===== config.mk =====
export PLATFORM = sky130hd
export DESIGN_NAME = adder_32_flat
export DESIGN_NICKNAME = d
export VERILOG_FILES = /design/src/rtl/adder_32_if.sv /design/src/rtl/adder_32.sv /design/src/flat_wrapper.sv
export SDC_FILE = /design/constraint.sdc
export NUM_CORES = 1
export LEC_CHECK = 0
export CAP_MARGIN = 20
export CORE_AREA = 2 2 86 88
export CTS_CLUSTER_DIAMETER = 40
export DETAILED_ROUTE_END_ITERATION = 10
export DIE_AREA = 0 0 88 90
export PLACE_DENSITY = 0.83
export SLEW_MARGIN = 10
export SYNTH_ARGS = -nofsm -noshare
export SYNTH_HDL_FRONTEND = slang
export SYNTH_SLANG_ARGS = --single-unit
export TNS_END_PERCENT = 20

===== constraint.sdc =====
create_clock -name clk -period 1.5 [get_ports clk]
set_clock_uncertainty 0.05 [all_clocks]
set_input_delay 0.3 -clock clk [delete_from_list [all_inputs] [get_ports clk]]
set_output_delay 0.3 -clock clk [all_outputs]
set_load 0.01 [all_outputs]

===== src/rtl/adder_32_if.sv =====
// Operand/result bundle for the registered adder/subtractor.
// The master drives operands and observes results; the slave is the adder.
interface adder_32_if #(
  parameter int WIDTH = 32
);
  logic             in_valid;
  logic             sub;
  logic [WIDTH-1:0] val_1;
  logic [WIDTH-1:0] val_2;
  logic [WIDTH-1:0] out;
  logic             carry;
  logic             overflow;
  logic             zero;
  logic             out_valid;

  modport master (
    output in_valid, sub, val_1, val_2,
    input  out, carry, overflow, zero, out_valid
  );

  modport slave (
    input  in_valid, sub, val_1, val_2,
    output out, carry, overflow, zero, out_valid
  );
endinterface


===== src/rtl/adder_32.sv =====
// Registered add/subtract with an explicit 4-bit-group carry-lookahead chain.
// Result and flags appear one clock after an accepted operand set.
module adder_32 #(
  parameter int WIDTH = 32
) (
  input logic        clk,
  input logic        rst,
  adder_32_if.slave  bus
);
  // WIDTH must be a multiple of 4 (minimum 4); groups never straddle a partial nibble.
  localparam int NG = WIDTH / 4;

  logic [WIDTH-1:0] opB;
  logic [WIDTH-1:0] gen;
  logic [WIDTH-1:0] prop;
  logic [WIDTH:0]   c;
  logic             grpG;
  logic             grpP;
  logic             cIn;
  logic [WIDTH-1:0] sum;

  logic [WIDTH-1:0] out_d, out_q;
  logic             carry_d, carry_q;
  logic             overflow_d, overflow_q;
  logic             zero_d, zero_q;
  logic             valid_q;

  always_comb begin
    opB  = bus.sub ? ~bus.val_2 : bus.val_2;
    gen  = bus.val_1 & opB;
    prop = bus.val_1 ^ opB;
    c    = '0;
    c[0] = bus.sub;
    grpG = 1'b0;
    grpP = 1'b0;
    cIn  = 1'b0;
    // Lookahead inside each nibble; the group G/P terms ripple between nibbles.
    for (int j = 0; j < NG; j++) begin
      cIn  = c[4*j];
      c[4*j+1] = gen[4*j] | (prop[4*j] & cIn);
      c[4*j+2] = gen[4*j+1] | (prop[4*j+1] & gen[4*j])
               | (prop[4*j+1] & prop[4*j] & cIn);
      c[4*j+3] = gen[4*j+2] | (prop[4*j+2] & gen[4*j+1])
               | (prop[4*j+2] & prop[4*j+1] & gen[4*j])
               | (prop[4*j+2] & prop[4*j+1] & prop[4*j] & cIn);
      grpG = gen[4*j+3] | (prop[4*j+3] & gen[4*j+2])
           | (prop[4*j+3] & prop[4*j+2] & gen[4*j+1])
           | (prop[4*j+3] & prop[4*j+2] & prop[4*j+1] & gen[4*j]);
      grpP = prop[4*j+3] & prop[4*j+2] & prop[4*j+1] & prop[4*j];
      c[4*j+4] = grpG | (grpP & cIn);
    end
    sum = prop ^ c[WIDTH-1:0];
  end

  always_comb begin
    out_d      = sum;
    carry_d    = c[WIDTH];
    overflow_d = c[WIDTH] ^ c[WIDTH-1];
    zero_d     = (sum == '0);
  end

  // Idle cycles hold the last result, so X operands with in_valid low never reach the flops.
  always_ff @(posedge clk or posedge rst) begin
    if (rst) begin
      out_q      <= '0;
      carry_q    <= 1'b0;
      overflow_q <= 1'b0;
      zero_q     <= 1'b1;
      valid_q    <= 1'b0;
    end else begin
      valid_q <= bus.in_valid;
      if (bus.in_valid) begin
        out_q      <= out_d;
        carry_q    <= carry_d;
        overflow_q <= overflow_d;
        zero_q     <= zero_d;
      end
    end
  end

  assign bus.out       = out_q;
  assign bus.carry     = carry_q;
  assign bus.overflow  = overflow_q;
  assign bus.zero      = zero_q;
  assign bus.out_valid = valid_q;
endmodule


===== src/flat_wrapper.sv =====
// flat-port wrapper written by rule: the top's interface ports become plain ports
module adder_32_flat 
#(
  parameter int WIDTH = 32
)
  (clk, rst, bus_in_valid, bus_sub, bus_val_1, bus_val_2, bus_out, bus_carry, bus_overflow, bus_zero, bus_out_valid);
  adder_32_if #(.WIDTH(WIDTH)) bus_i ();
  input logic clk;
  input logic rst;
  input wire logic [$bits(bus_i.in_valid)-1:0] bus_in_valid;
  input wire logic [$bits(bus_i.sub)-1:0] bus_sub;
  input wire logic [$bits(bus_i.val_1)-1:0] bus_val_1;
  input wire logic [$bits(bus_i.val_2)-1:0] bus_val_2;
  output wire logic [$bits(bus_i.out)-1:0] bus_out;
  output wire logic [$bits(bus_i.carry)-1:0] bus_carry;
  output wire logic [$bits(bus_i.overflow)-1:0] bus_overflow;
  output wire logic [$bits(bus_i.zero)-1:0] bus_zero;
  output wire logic [$bits(bus_i.out_valid)-1:0] bus_out_valid;
  assign bus_i.in_valid = bus_in_valid;
  assign bus_i.sub = bus_sub;
  assign bus_i.val_1 = bus_val_1;
  assign bus_i.val_2 = bus_val_2;
  assign bus_out = bus_i.out;
  assign bus_carry = bus_i.carry;
  assign bus_overflow = bus_i.overflow;
  assign bus_zero = bus_i.zero;
  assign bus_out_valid = bus_i.out_valid;
  adder_32 #(.WIDTH(WIDTH)) u_core (.clk(clk), .rst(rst), .bus(bus_i));
endmodule

==> flow_metrics.py, run 1 <==
metrics = {
    "finish": {
        "syn2layout_area_growth_pct": 69.2,
        "fin_area_um2": 5380,
        "utilization_pct": 76.7,
        "nets": 637,
        "mostFrequentLayoutCell": "buf_4",
        "drive_above_1_share_pct": 34.3,
        "final_cell_mix": "buf_4, dlygate4sd2_1, clkdlybuf4s50_1, xor2_1, dfrtp_1",
        "fillers": 465,
        "antenna_cells": 0,
    },
    "synthesis": {
        "synth_seq_cells": 36,
        "yosysUniqueCellTypes": 45,
        "synth_edf_count": 0,
        "syn_nets": 446,
        "synthArstFlopShare_pct": 100,
        "synthCells": 339,
        "ys_seq_area_share_pct": 28.4,
        "synth_area_um2": 3180,
        "yosys_warnings": 0,
        "postSynthAreaPerCell_um2": 9.39,
        "synth_ff_type": "dfrtp_1",
    },
    "grt": {
        "busiest_layer": "met2",
        "grt_pass1_vias": 3559,
        "antenna_found_initial": 0,
        "grt_overflow": 0,
        "grt_max_degree": 48,
        "met2_usage_pct": 47.4,
        "grt_use_met3_pct": 4.96,
        "grt_usage_pct": 26.1,
        "grt_use_met1_pct": 29.7,
        "grt_pass1_wl_mm": 16.4,
    },
    "critical_path": {
        "worstPathMaxFanout": 8,
        "timing_worst_setup_path_type": "in -> reg",
        "slowest_delay_ns": 0.51,
        "cp.arrival_ns": 4.86,
        "cp_top_family": "simple AND/OR/NAND/NOR gates",
        "end_kind": "flop",
        "crit_buf_inv": 3,
        "start_kind": "input port",
        "worstPathRequired_ns": 1.65,
        "critPathSlowestCell": "or4_1",
        "crit_chain": "buf_6 > buf_12 > xor2_4 > ha_4 > nand4_1 > buf_6 > a311oi_2 > a221oi_2 > o41a_1 > o211a_1 > nor2_2 > a21oi_2 > fa_2 > xnor2_2 > or4_1 > or4_1 > nor4b_2 > or4b_4 > o41ai_2",
    },
    "power_and_ir_drop": {
        "power_mw": 5.34,
        "p_leak_nw": 2.52,
        "power_density_nw_per_um2": 991,
        "ir_drop_mv": 0.631,
    },
    "die": {
        "core-area_um2": 7020,
        "die_y_um": 90,
        "row_count": 31,
        "io_pins": 104,
        "die_w_um": 88,
        "dieArea_um2": 7920,
        "initial_core_util_pct": 45.3,
    },
    "clocking": {
        "clk_pin_slew_worst_paths_ns": 0.08,
        "numCtsBuffers": 5,
        "cts_max_level": 2,
        "clockBufferDepth": 2,
        "cts_sinks": 36,
        "clock_latency_ns": 0.29,
        "cts_root_buf": "clkbuf_8",
        "cts_tree": "built",
    },
    "routing": {
        "drt-initial-drc-count": 116,
        "avgRoutedWirePerCell_um": 17.0,
        "ant_nets": 0,
        "drt_wl_total_mm": 10.7,
        "via_count": 3390,
        "firstDrtPassIters": 4,
        "viasPerCell": 5.38,
        "drc": 0,
    },
    "timing": {
        "fin_crit_sh_pct": 314,
        "clock.fmax_mhz": 212,
        "setup_viol": 33,
        "fin_ws_ns": -3.21,
        "rsz0062_at_grt": "true",
        "hold_violations": 0,
        "period_minus_slack_ns": 4.71,
        "fin_setup_tns_ns": -42.24,
        "holdWs_ns": 0.313,
        "tightest_slew_ns": 0.574,
        "finalMaxSlewViolations": 0,
        "relSlewSlack_pct": 61.8,
    },
    "place": {
        "placed_area_um2": 4810,
        "numPortBuffers": 103,
        "hpwl_mm": 7.35,
        "gp_congestion": 0.883,
    },
    "outcome": {
        "violations": "setup timing",
        "outcome": "finished with violations",
    },
    "job": {
        "max_cap_violations": 0,
    },
    "worst_hold_path": {
        "hp-class": "in -> async",
    },
}
## where the power goes
part           internal [mW]  switching, mW  leakage, nW
logic                   1.71           1.50         2.06
clock network          0.326          0.364       0.0422
registers               1.27          0.166        0.415
total                   3.31           2.03         2.52
## through the flow
step | instances | setup slack, ns
5_1_grt | 630 | -3.41
4_1_cts | 620 | -3.08
3_5_place_dp | 597 | -3.74
2_1_floorplan | 339 | -3.29
3_3_place_gp | 597 | -3.46
6_report | 630 | -3.21
## registers in the layout (all words and copies together) (netlist names)
register / flops
u_core.bus.overflow: 1
u_core.bus.out_valid: 1
u_core.bus.zero: 1
u_core.bus.out: 32
u_core.bus.carry: 1
## what timing repair did
item	in CTS	in global routing
cloned	0	0
setup endpoints to repair	71	34
hold buffers	0	0
resized for setup	113	23
pin swaps	22	13
setup buffers	15	10
## per-layer routing
metal	share of wire [%]	up-vias
li1	-	1559
met1	37	1636
met2	54	148
met3	5.7	47
met4	4.1	0
met5	0	-
## Yosys cell counts (all sizes together), types with 2 or more instances
cell type,instances,area share [%]
a211oi,4,1.1
a21o,2,0.47
a21oi,31,4.9
a31oi,4,0.79
and2,4,0.87
buf,6,0.98
clkbuf,5,0.59
dfrtp,35,28
fa,7,4.4
ha,32,13
inv,25,2.9
mux2,21,7.4
mux2i,6,1.9
nand2,13,1.5
nand2b,4,0.79
nand3,4,0.63
nand4,6,1.2
nor2,29,3.4
nor2b,3,0.59
nor3,4,0.63
nor4,2,0.39
o21a,3,0.71
o21ai,13,2.2
o21bai,4,0.94
or3,2,0.39
or4,2,0.47
xnor2,19,5.2
xor2,38,10
## cells by family (layout without fill, tap and decap cells)
group | count (synthesis) | count (layout) | share of synthesized area [%]
compound gates | 66 | 66 | 13.0
xor+xnor | 57 | 57 | 15.7
fa+ha+maj | 39 | 39 | 17.0
buf+inv | 36 | 228 | 4.52
flops | 36 | 36 | 28.4
mux | 27 | 27 | 9.32
simple gates | 78 | 78 | 12.2
## area by class of cell
cell class | instances | area [um2] | share of cell area (%)
multi-input cells | 267 | 2480 | 46.1
flip-flops and latches | 36 | 902 | 16.8
clock inverters | 1 | 5.00 | 0.0930
well taps | 99 | 124 | 2.30
repair buffers | 195 | 1700 | 31.6
inverters | 25 | 93.8 | 1.74
clock buffers | 7 | 76.3 | 1.42
## final timing paths
kind / end / start / slack [ns] / cells past startpoint
max: u_core.bus.zero / bus_sub / -3.21 / 19
min: u_core.bus.out[4] / rst / 0.31 / 3
max reg2reg: u_core.bus.out[25] / u_core.bus.out[25] / 0.65 / 1
min reg2reg: u_core.bus.out[11] / u_core.bus.out[11] / 0.45 / 1
max in group asynchronous: u_core.bus.zero / rst / 0.83 / 3
min in group clk: u_core.bus.out[11] / u_core.bus.out[11] / 0.45 / 1
No activity file was read; power rests on OpenSTA's default activity.
==> inputs of run 2 (changes only) <==
- RECOVER_POWER: default -> 100
==> run 2 against run 1 <==
Effect of this change: the run still ends with setup timing left; cell area down 0.33%; wire length up 0.45%; maximum frequency up 0.13%; via count up 0.24%; count of clock-buffer cells in the layout unchanged; core utilization down 0.25 points; total power about the same; worst setup slack better by 0.0061 ns.
==> flow_metrics.py, run 2 (synthesis results as in run 1) <==
metrics = {
    "timing": {
        "hold_violations": 0,
        "rsz0062_at_grt": "true",
        "fin_setup_tns_ns": -43.07,
        "holdWs_ns": 0.454,
        "period_minus_slack_ns": 4.71,
        "finalMaxSlewViolations": 0,
        "fin_crit_sh_pct": 314,
        "relSlewSlack_pct": 24.9,
        "clock.fmax_mhz": 212,
        "tightest_slew_ns": 1.13,
        "setup_viol": 34,
        "fin_ws_ns": -3.21,
    },
    "clocking": {
        "clock_latency_ns": 0.29,
        "cts_tree": "built",
        "cts_root_buf": "clkbuf_8",
        "cts_max_level": 2,
        "clk_pin_slew_worst_paths_ns": 0.08,
        "hold_buffers": 0,
        "cts_sinks": 36,
        "clockBufferDepth": 2,
        "numCtsBuffers": 5,
    },
    "routing": {
        "avgRoutedWirePerCell_um": 17.1,
        "route.met2.wl_mm": 5.84,
        "route.met3.wl_um": 578,
        "firstDrtPassIters": 4,
        "wl_met1_mm": 3.95,
        "viasPerCell": 5.39,
        "drt_wl_total_mm": 10.8,
        "via_count": 3398,
        "drc": 0,
        "drt-initial-drc-count": 143,
        "ant_nets": 0,
        "highest_layer": "met4",
    },
    "power_and_ir_drop": {
        "switchingPower_mw": 2.03,
        "seq_power_share_pct": 26.9,
        "ir_drop_mv": 0.632,
        "p_sw_share_pct": 38.0,
        "p_comb_share_pct": 60.1,
        "power_mw": 5.33,
        "intPower_mw": 3.30,
        "p_leak_nw": 2.52,
        "power_density_nw_per_um2": 994,
        "p_clk_share_pct": 12.9,
    },
    "grt": {
        "antenna_found_initial": 0,
        "grt_pass1_vias": 3559,
        "grt_max_degree": 48,
        "grt_pass1_wl_mm": 16.4,
        "grt_usage_pct": 26.1,
        "grt_overflow": 0,
    },
    "finish": {
        "multi_input_area_um2": 2470,
        "mostFrequentLayoutCell": "buf_4",
        "final_cell_mix": "buf_4, dlygate4sd2_1, clkdlybuf4s50_1, xor2_1, dfrtp_1",
        "syn2layout_area_growth_pct": 68.7,
        "final_cells": 630,
        "largest_register_ffs": 32,
        "fin_area_um2": 5370,
        "nets": 637,
        "fillers": 469,
        "antenna_cells": 0,
        "drive_above_1_share_pct": 34.3,
        "utilization_pct": 76.4,
        "seqCellArea_um2": 902,
    },
    "critical_path": {
        "end_kind": "flop",
        "reg2reg_from": "u_core.bus.out[25]",
        "crit_path_start": "bus_sub",
        "worstPathMaxFanout": 8,
        "cp.arrival_ns": 4.86,
        "worstRegToRegCells": 1,
        "start_kind": "input port",
        "critPathSlowestCell": "or4_1",
        "slowest_delay_ns": 0.51,
        "timing_worst_setup_path_type": "in -> reg",
        "worstPathRequired_ns": 1.65,
        "crit_chain": "buf_6 > buf_12 > xor2_4 > ha_4 > nand4_1 > buf_6 > a311oi_2 > a221oi_2 > o41a_1 > o211a_1 > nor2_2 > a21oi_2 > fa_2 > xnor2_2 > or4_1 > or4_1 > nor4b_2 > or4b_4 > o41ai_2",
    },
    "worst_hold_path": {
        "whs_path_depth": 1,
        "hp-class": "reg -> reg",
        "worstHoldStart": "u_core.bus.out[11]",
    },
    "outcome": {
        "violations": "setup timing",
        "outcome": "finished with violations",
    },
    "die": {
        "row_count": 31,
        "core-area_um2": 7020,
        "io_pins": 104,
        "dieArea_um2": 7920,
        "die_w_um": 88,
        "die_y_um": 90,
        "initial_core_util_pct": 45.3,
    },
    "job": {
        "max_cap_violations": 0,
    },
    "place": {
        "numPlacedInstances": 597,
        "placed_area_um2": 4810,
        "numPortBuffers": 103,
        "place_ws_ns": -3.74,
        "hpwl_mm": 7.35,
        "gp_congestion": 0.883,
    },
}
-- run 2: cell count changes in the layout (fill, tap and decap cells not counted) --
cell / before / now
dlygate4sd3_1: 0 / 1
clkbuf_2: 0 / 3
ha_4: 5 / 4
ha_2: 2 / 3
buf_4: 85 / 82
clkdlybuf4s50_1: 42 / 41
-- run 2: worst max-delay path, delay by kind of cell --
| family | cells | cell delay (ns) |
|---|---|---|
| compound gates | 6 | 1.24 |
| simple gates | 6 | 1.95 |
| fa+ha+maj | 2 | 0.64 |
| xor+xnor | 2 | 0.33 |
| buf+inv | 3 | 0.40 |
-- run 2: path summary, 6_finish.rpt --
kind | end | slack, ns
min in group asynchronous | u_core.bus.overflow | 0.52
min reg2reg | u_core.bus.out[11] | 0.45
max in group asynchronous | u_core.bus.zero | 0.52
max | u_core.bus.zero | -3.21
min | u_core.bus.out[11] | 0.45
max reg2reg | u_core.bus.out[25] | 0.64
-- run 2: layer usage --
layer	track usage (%)	up-vias
met2	47.4	140
li1	-	1563
met3	4.96	45
met1	29.7	1650
met4	8.97	0
met5	0	-
-- run 2: what timing repair did --
action / 4_1_cts / 5_1_grt
setup endpoints to repair: 71 / 34
pin swaps: 22 / 13
hold endpoints to repair: 0 / 0
gates resized for setup: 113 / 23
setup buffers: 15 / 10
gates cloned: 0 / 0
-- run 2: cell type report --
| type | count | area share [%] |
|---|---|---|
| Clock buffer | 7 | 1.42 |
| Clock inverter | 1 | 0.0933 |
| Inverter | 25 | 1.75 |
| Multi-Input combinational cell | 267 | 46.1 |
| Sequential cell | 36 | 16.8 |
| Tap cell | 99 | 2.31 |
| Timing Repair Buffer | 195 | 31.5 |
-- run 2: power by group through the flow --
stage          Sequential [mW]  Clock, mW  Combinational [mW]
2_1_floorplan             1.58          0                1.26
3_3_place_gp              1.45          0                2.81
3_5_place_dp              1.46          0                2.89
4_1_cts                   1.43      0.697                2.98
5_1_grt                   1.47      0.738                3.44
6_report                  1.44      0.689                3.21
==> inputs of run 3 (changes only) <==
- CORE_AREA: 2 2 86 88 -> 2 2 82 84
- CTS_BUF_LIST: default -> sky130_fd_sc_hd__clkbuf_16
- DIE_AREA: 0 0 88 90 -> 0 0 84 86
- DONT_BUFFER_PORTS: default -> 1
- PLACE_DENSITY: 0.83 -> 0.69
- clock period: 1.5 -> 5.1 ns (I/O delays scaled with it)
==> run 3 against run 2 <==
Effect of this change: the flow finishes with violations (capacitance limit, slew limit); total power decreased by 76%; worst hold slack improved by 0.049 ns; non-clock buffer count down 169; register-to-register slack improved by 3.6 ns; via count down 29%; largest cell class unchanged; sequential share of layout area rose by 8.3 points; wire length shrank 33%; largest power group is now sequential cells; clock power shrank 49%; core utilization fell by 19 points; critical endpoint unchanged.
==> flow_metrics.py, run 3 (synthesis results as in run 1) <==
metrics = {
    "routing": {
        "ant_nets": 0,
        "via_count": 2428,
        "firstDrtPassIters": 4,
        "drt_wl_total_mm": 7.19,
        "avgRoutedWirePerCell_um": 16.4,
        "drc": 0,
        "viasPerCell": 5.53,
        "drt-initial-drc-count": 53,
    },
    "clocking": {
        "clock_latency_ns": 0.28,
        "clk_pin_slew_worst_paths_ns": 0.06,
        "clockBufferDepth": 2,
        "numCtsBuffers": 5,
        "cts_max_level": 2,
        "cts_root_buf": "clkbuf_16",
        "cts_sinks": 36,
        "cts_tree": "built",
    },
    "grt": {
        "grt_pass1_vias": 2389,
        "antenna_found_initial": 0,
        "grt_pass1_wl_mm": 11.3,
        "busiest_layer": "met2",
        "grt_use_met1_pct": 24.0,
        "grt_max_degree": 49,
        "grt_usage_pct": 19.7,
        "met2_usage_pct": 32.6,
        "grt_use_met3_pct": 6.93,
        "grt_overflow": 0,
    },
    "finish": {
        "syn2layout_area_growth_pct": 13.1,
        "antenna_cells": 0,
        "mostFrequentLayoutCell": "xor2_1",
        "multi_input_area_um2": 2150,
        "largest_register_ffs": 32,
        "fillers": 561,
        "nets": 468,
        "seqCellArea_um2": 902,
        "drive_above_1_share_pct": 17.1,
        "final_cell_mix": "xor2_1, dfrtp_1, ha_1, a21oi_1, nor2_1",
        "final_cells": 439,
    },
    "outcome": {
        "outcome": "finished with violations",
        "violations": "capacitance limit, slew limit",
    },
    "timing": {
        "period_minus_slack_ns": 5.01,
        "rsz0062_at_grt": "true",
        "holdWs_ns": 0.503,
        "fin_setup_tns_ns": 0,
        "clock.fmax_mhz": 200,
        "tightest_slew_ns": 1.53,
        "setup_viol": 0,
        "finalMaxSlewViolations": 29,
        "hold_violations": 0,
        "fin_crit_sh_pct": 98.2,
        "relSlewSlack_pct": -2.15,
    },
    "place": {
        "numPortBuffers": 0,
        "numPlacedInstances": 430,
        "hpwl_mm": 5.84,
        "gp_congestion": 0.880,
    },
    "die": {
        "die_w_um": 84,
        "core-area_um2": 6280,
        "dieArea_um2": 7220,
        "initial_core_util_pct": 50.7,
        "die_y_um": 86,
        "io_pins": 104,
        "row_count": 29,
    },
    "power_and_ir_drop": {
        "power_density_nw_per_um2": 363,
        "power_mw": 1.31,
        "p_leak_nw": 1.62,
        "ir_drop_mv": 0.247,
    },
    "critical_path": {
        "worstPathRequired_ns": 5.24,
        "end_kind": "flop",
        "worstPathMaxFanout": 35,
        "start_kind": "input port",
        "worstRegToRegCells": 1,
        "timing_worst_setup_path_type": "in -> reg",
        "cp.arrival_ns": 5.15,
    },
    "worst_hold_path": {
        "hp-class": "reg -> reg",
        "whs_path_depth": 2,
    },
    "job": {
        "max_cap_violations": 1,
    },
}
run 3: layout make-up:
type,instances,area share [%]
clock buffer,5,3.48
clock inverter,3,1.18
inverter,25,2.61
multi-input combinational,267,59.9
sequential,36,25.1
tap,77,2.68
timing repair buffer,26,5.11
run 3: final timing paths:
kind | start | end | slack, ns
worst max-delay path | bus_sub | u_core.bus.zero | 0.09
worst min-delay path | u_core.bus.zero | u_core.bus.zero | 0.50
worst max register to register | u_core.bus.out[29] | u_core.bus.out[29] | 4.23
worst min register to register | u_core.bus.zero | u_core.bus.zero | 0.50
max in group asynchronous | rst | u_core.bus.out[26] | 2.76
min in group asynchronous | rst | u_core.bus.out[28] | 0.52
run 3: metrics by stage:
| stage | setup WS (ns) | utilization, % | area, um2 |
|---|---|---|---|
| after global routing | -0.142 | 57.3 | 3600 |
| after CTS | 0.0535 | 57.4 | 3600 |
| after floorplan | -0.459 | - | 3220 |
| after global placement | -0.182 | 54.7 | 3430 |
| after detailed placement | -0.302 | 54.7 | 3430 |
| final | 0.0929 | 57.3 | 3600 |
run 3: timing repair:
item,4_1_cts,5_1_grt
gates resized for setup,0,1
buffers inserted,0,1
endpoints found under the setup margin,1,1
hold endpoints to repair,0,0
pin swaps,1,1
hold buffers,0,0
run 3: report_power, final:
| part | leakage, nW | internal, mW | total [mW] | switching [mW] |
|---|---|---|---|---|
| registers | 0.415 | 0.375 | 0.484 | 0.109 |
| logic | 1.13 | 0.238 | 0.471 | 0.233 |
| clock network | 0.0798 | 0.229 | 0.351 | 0.121 |
run 3: critical path, stage by stage:
cell,delay (ns)
xor2_1,0.14
ha_1,0.35
nand3_1,0.12
nor4_2,0.30
a221oi_2,0.12
o41a_1,0.36
o211a_1,0.24
nor2_2,0.13
a21oi_1,0.10
fa_2,0.34
xnor2_1,0.14
or4_1,0.40
or4_1,0.49
nor4b_2,0.21
or4b_1,0.48
o41ai_2,0.21
run 3: per-layer routing:
layer | vias to the layer above | part of all wire (%)
li1 | 1215 | -
met2 | 73 | 48
met1 | 1128 | 43
met3 | 12 | 6.9
met5 | - | 0
met4 | 0 | 1.7
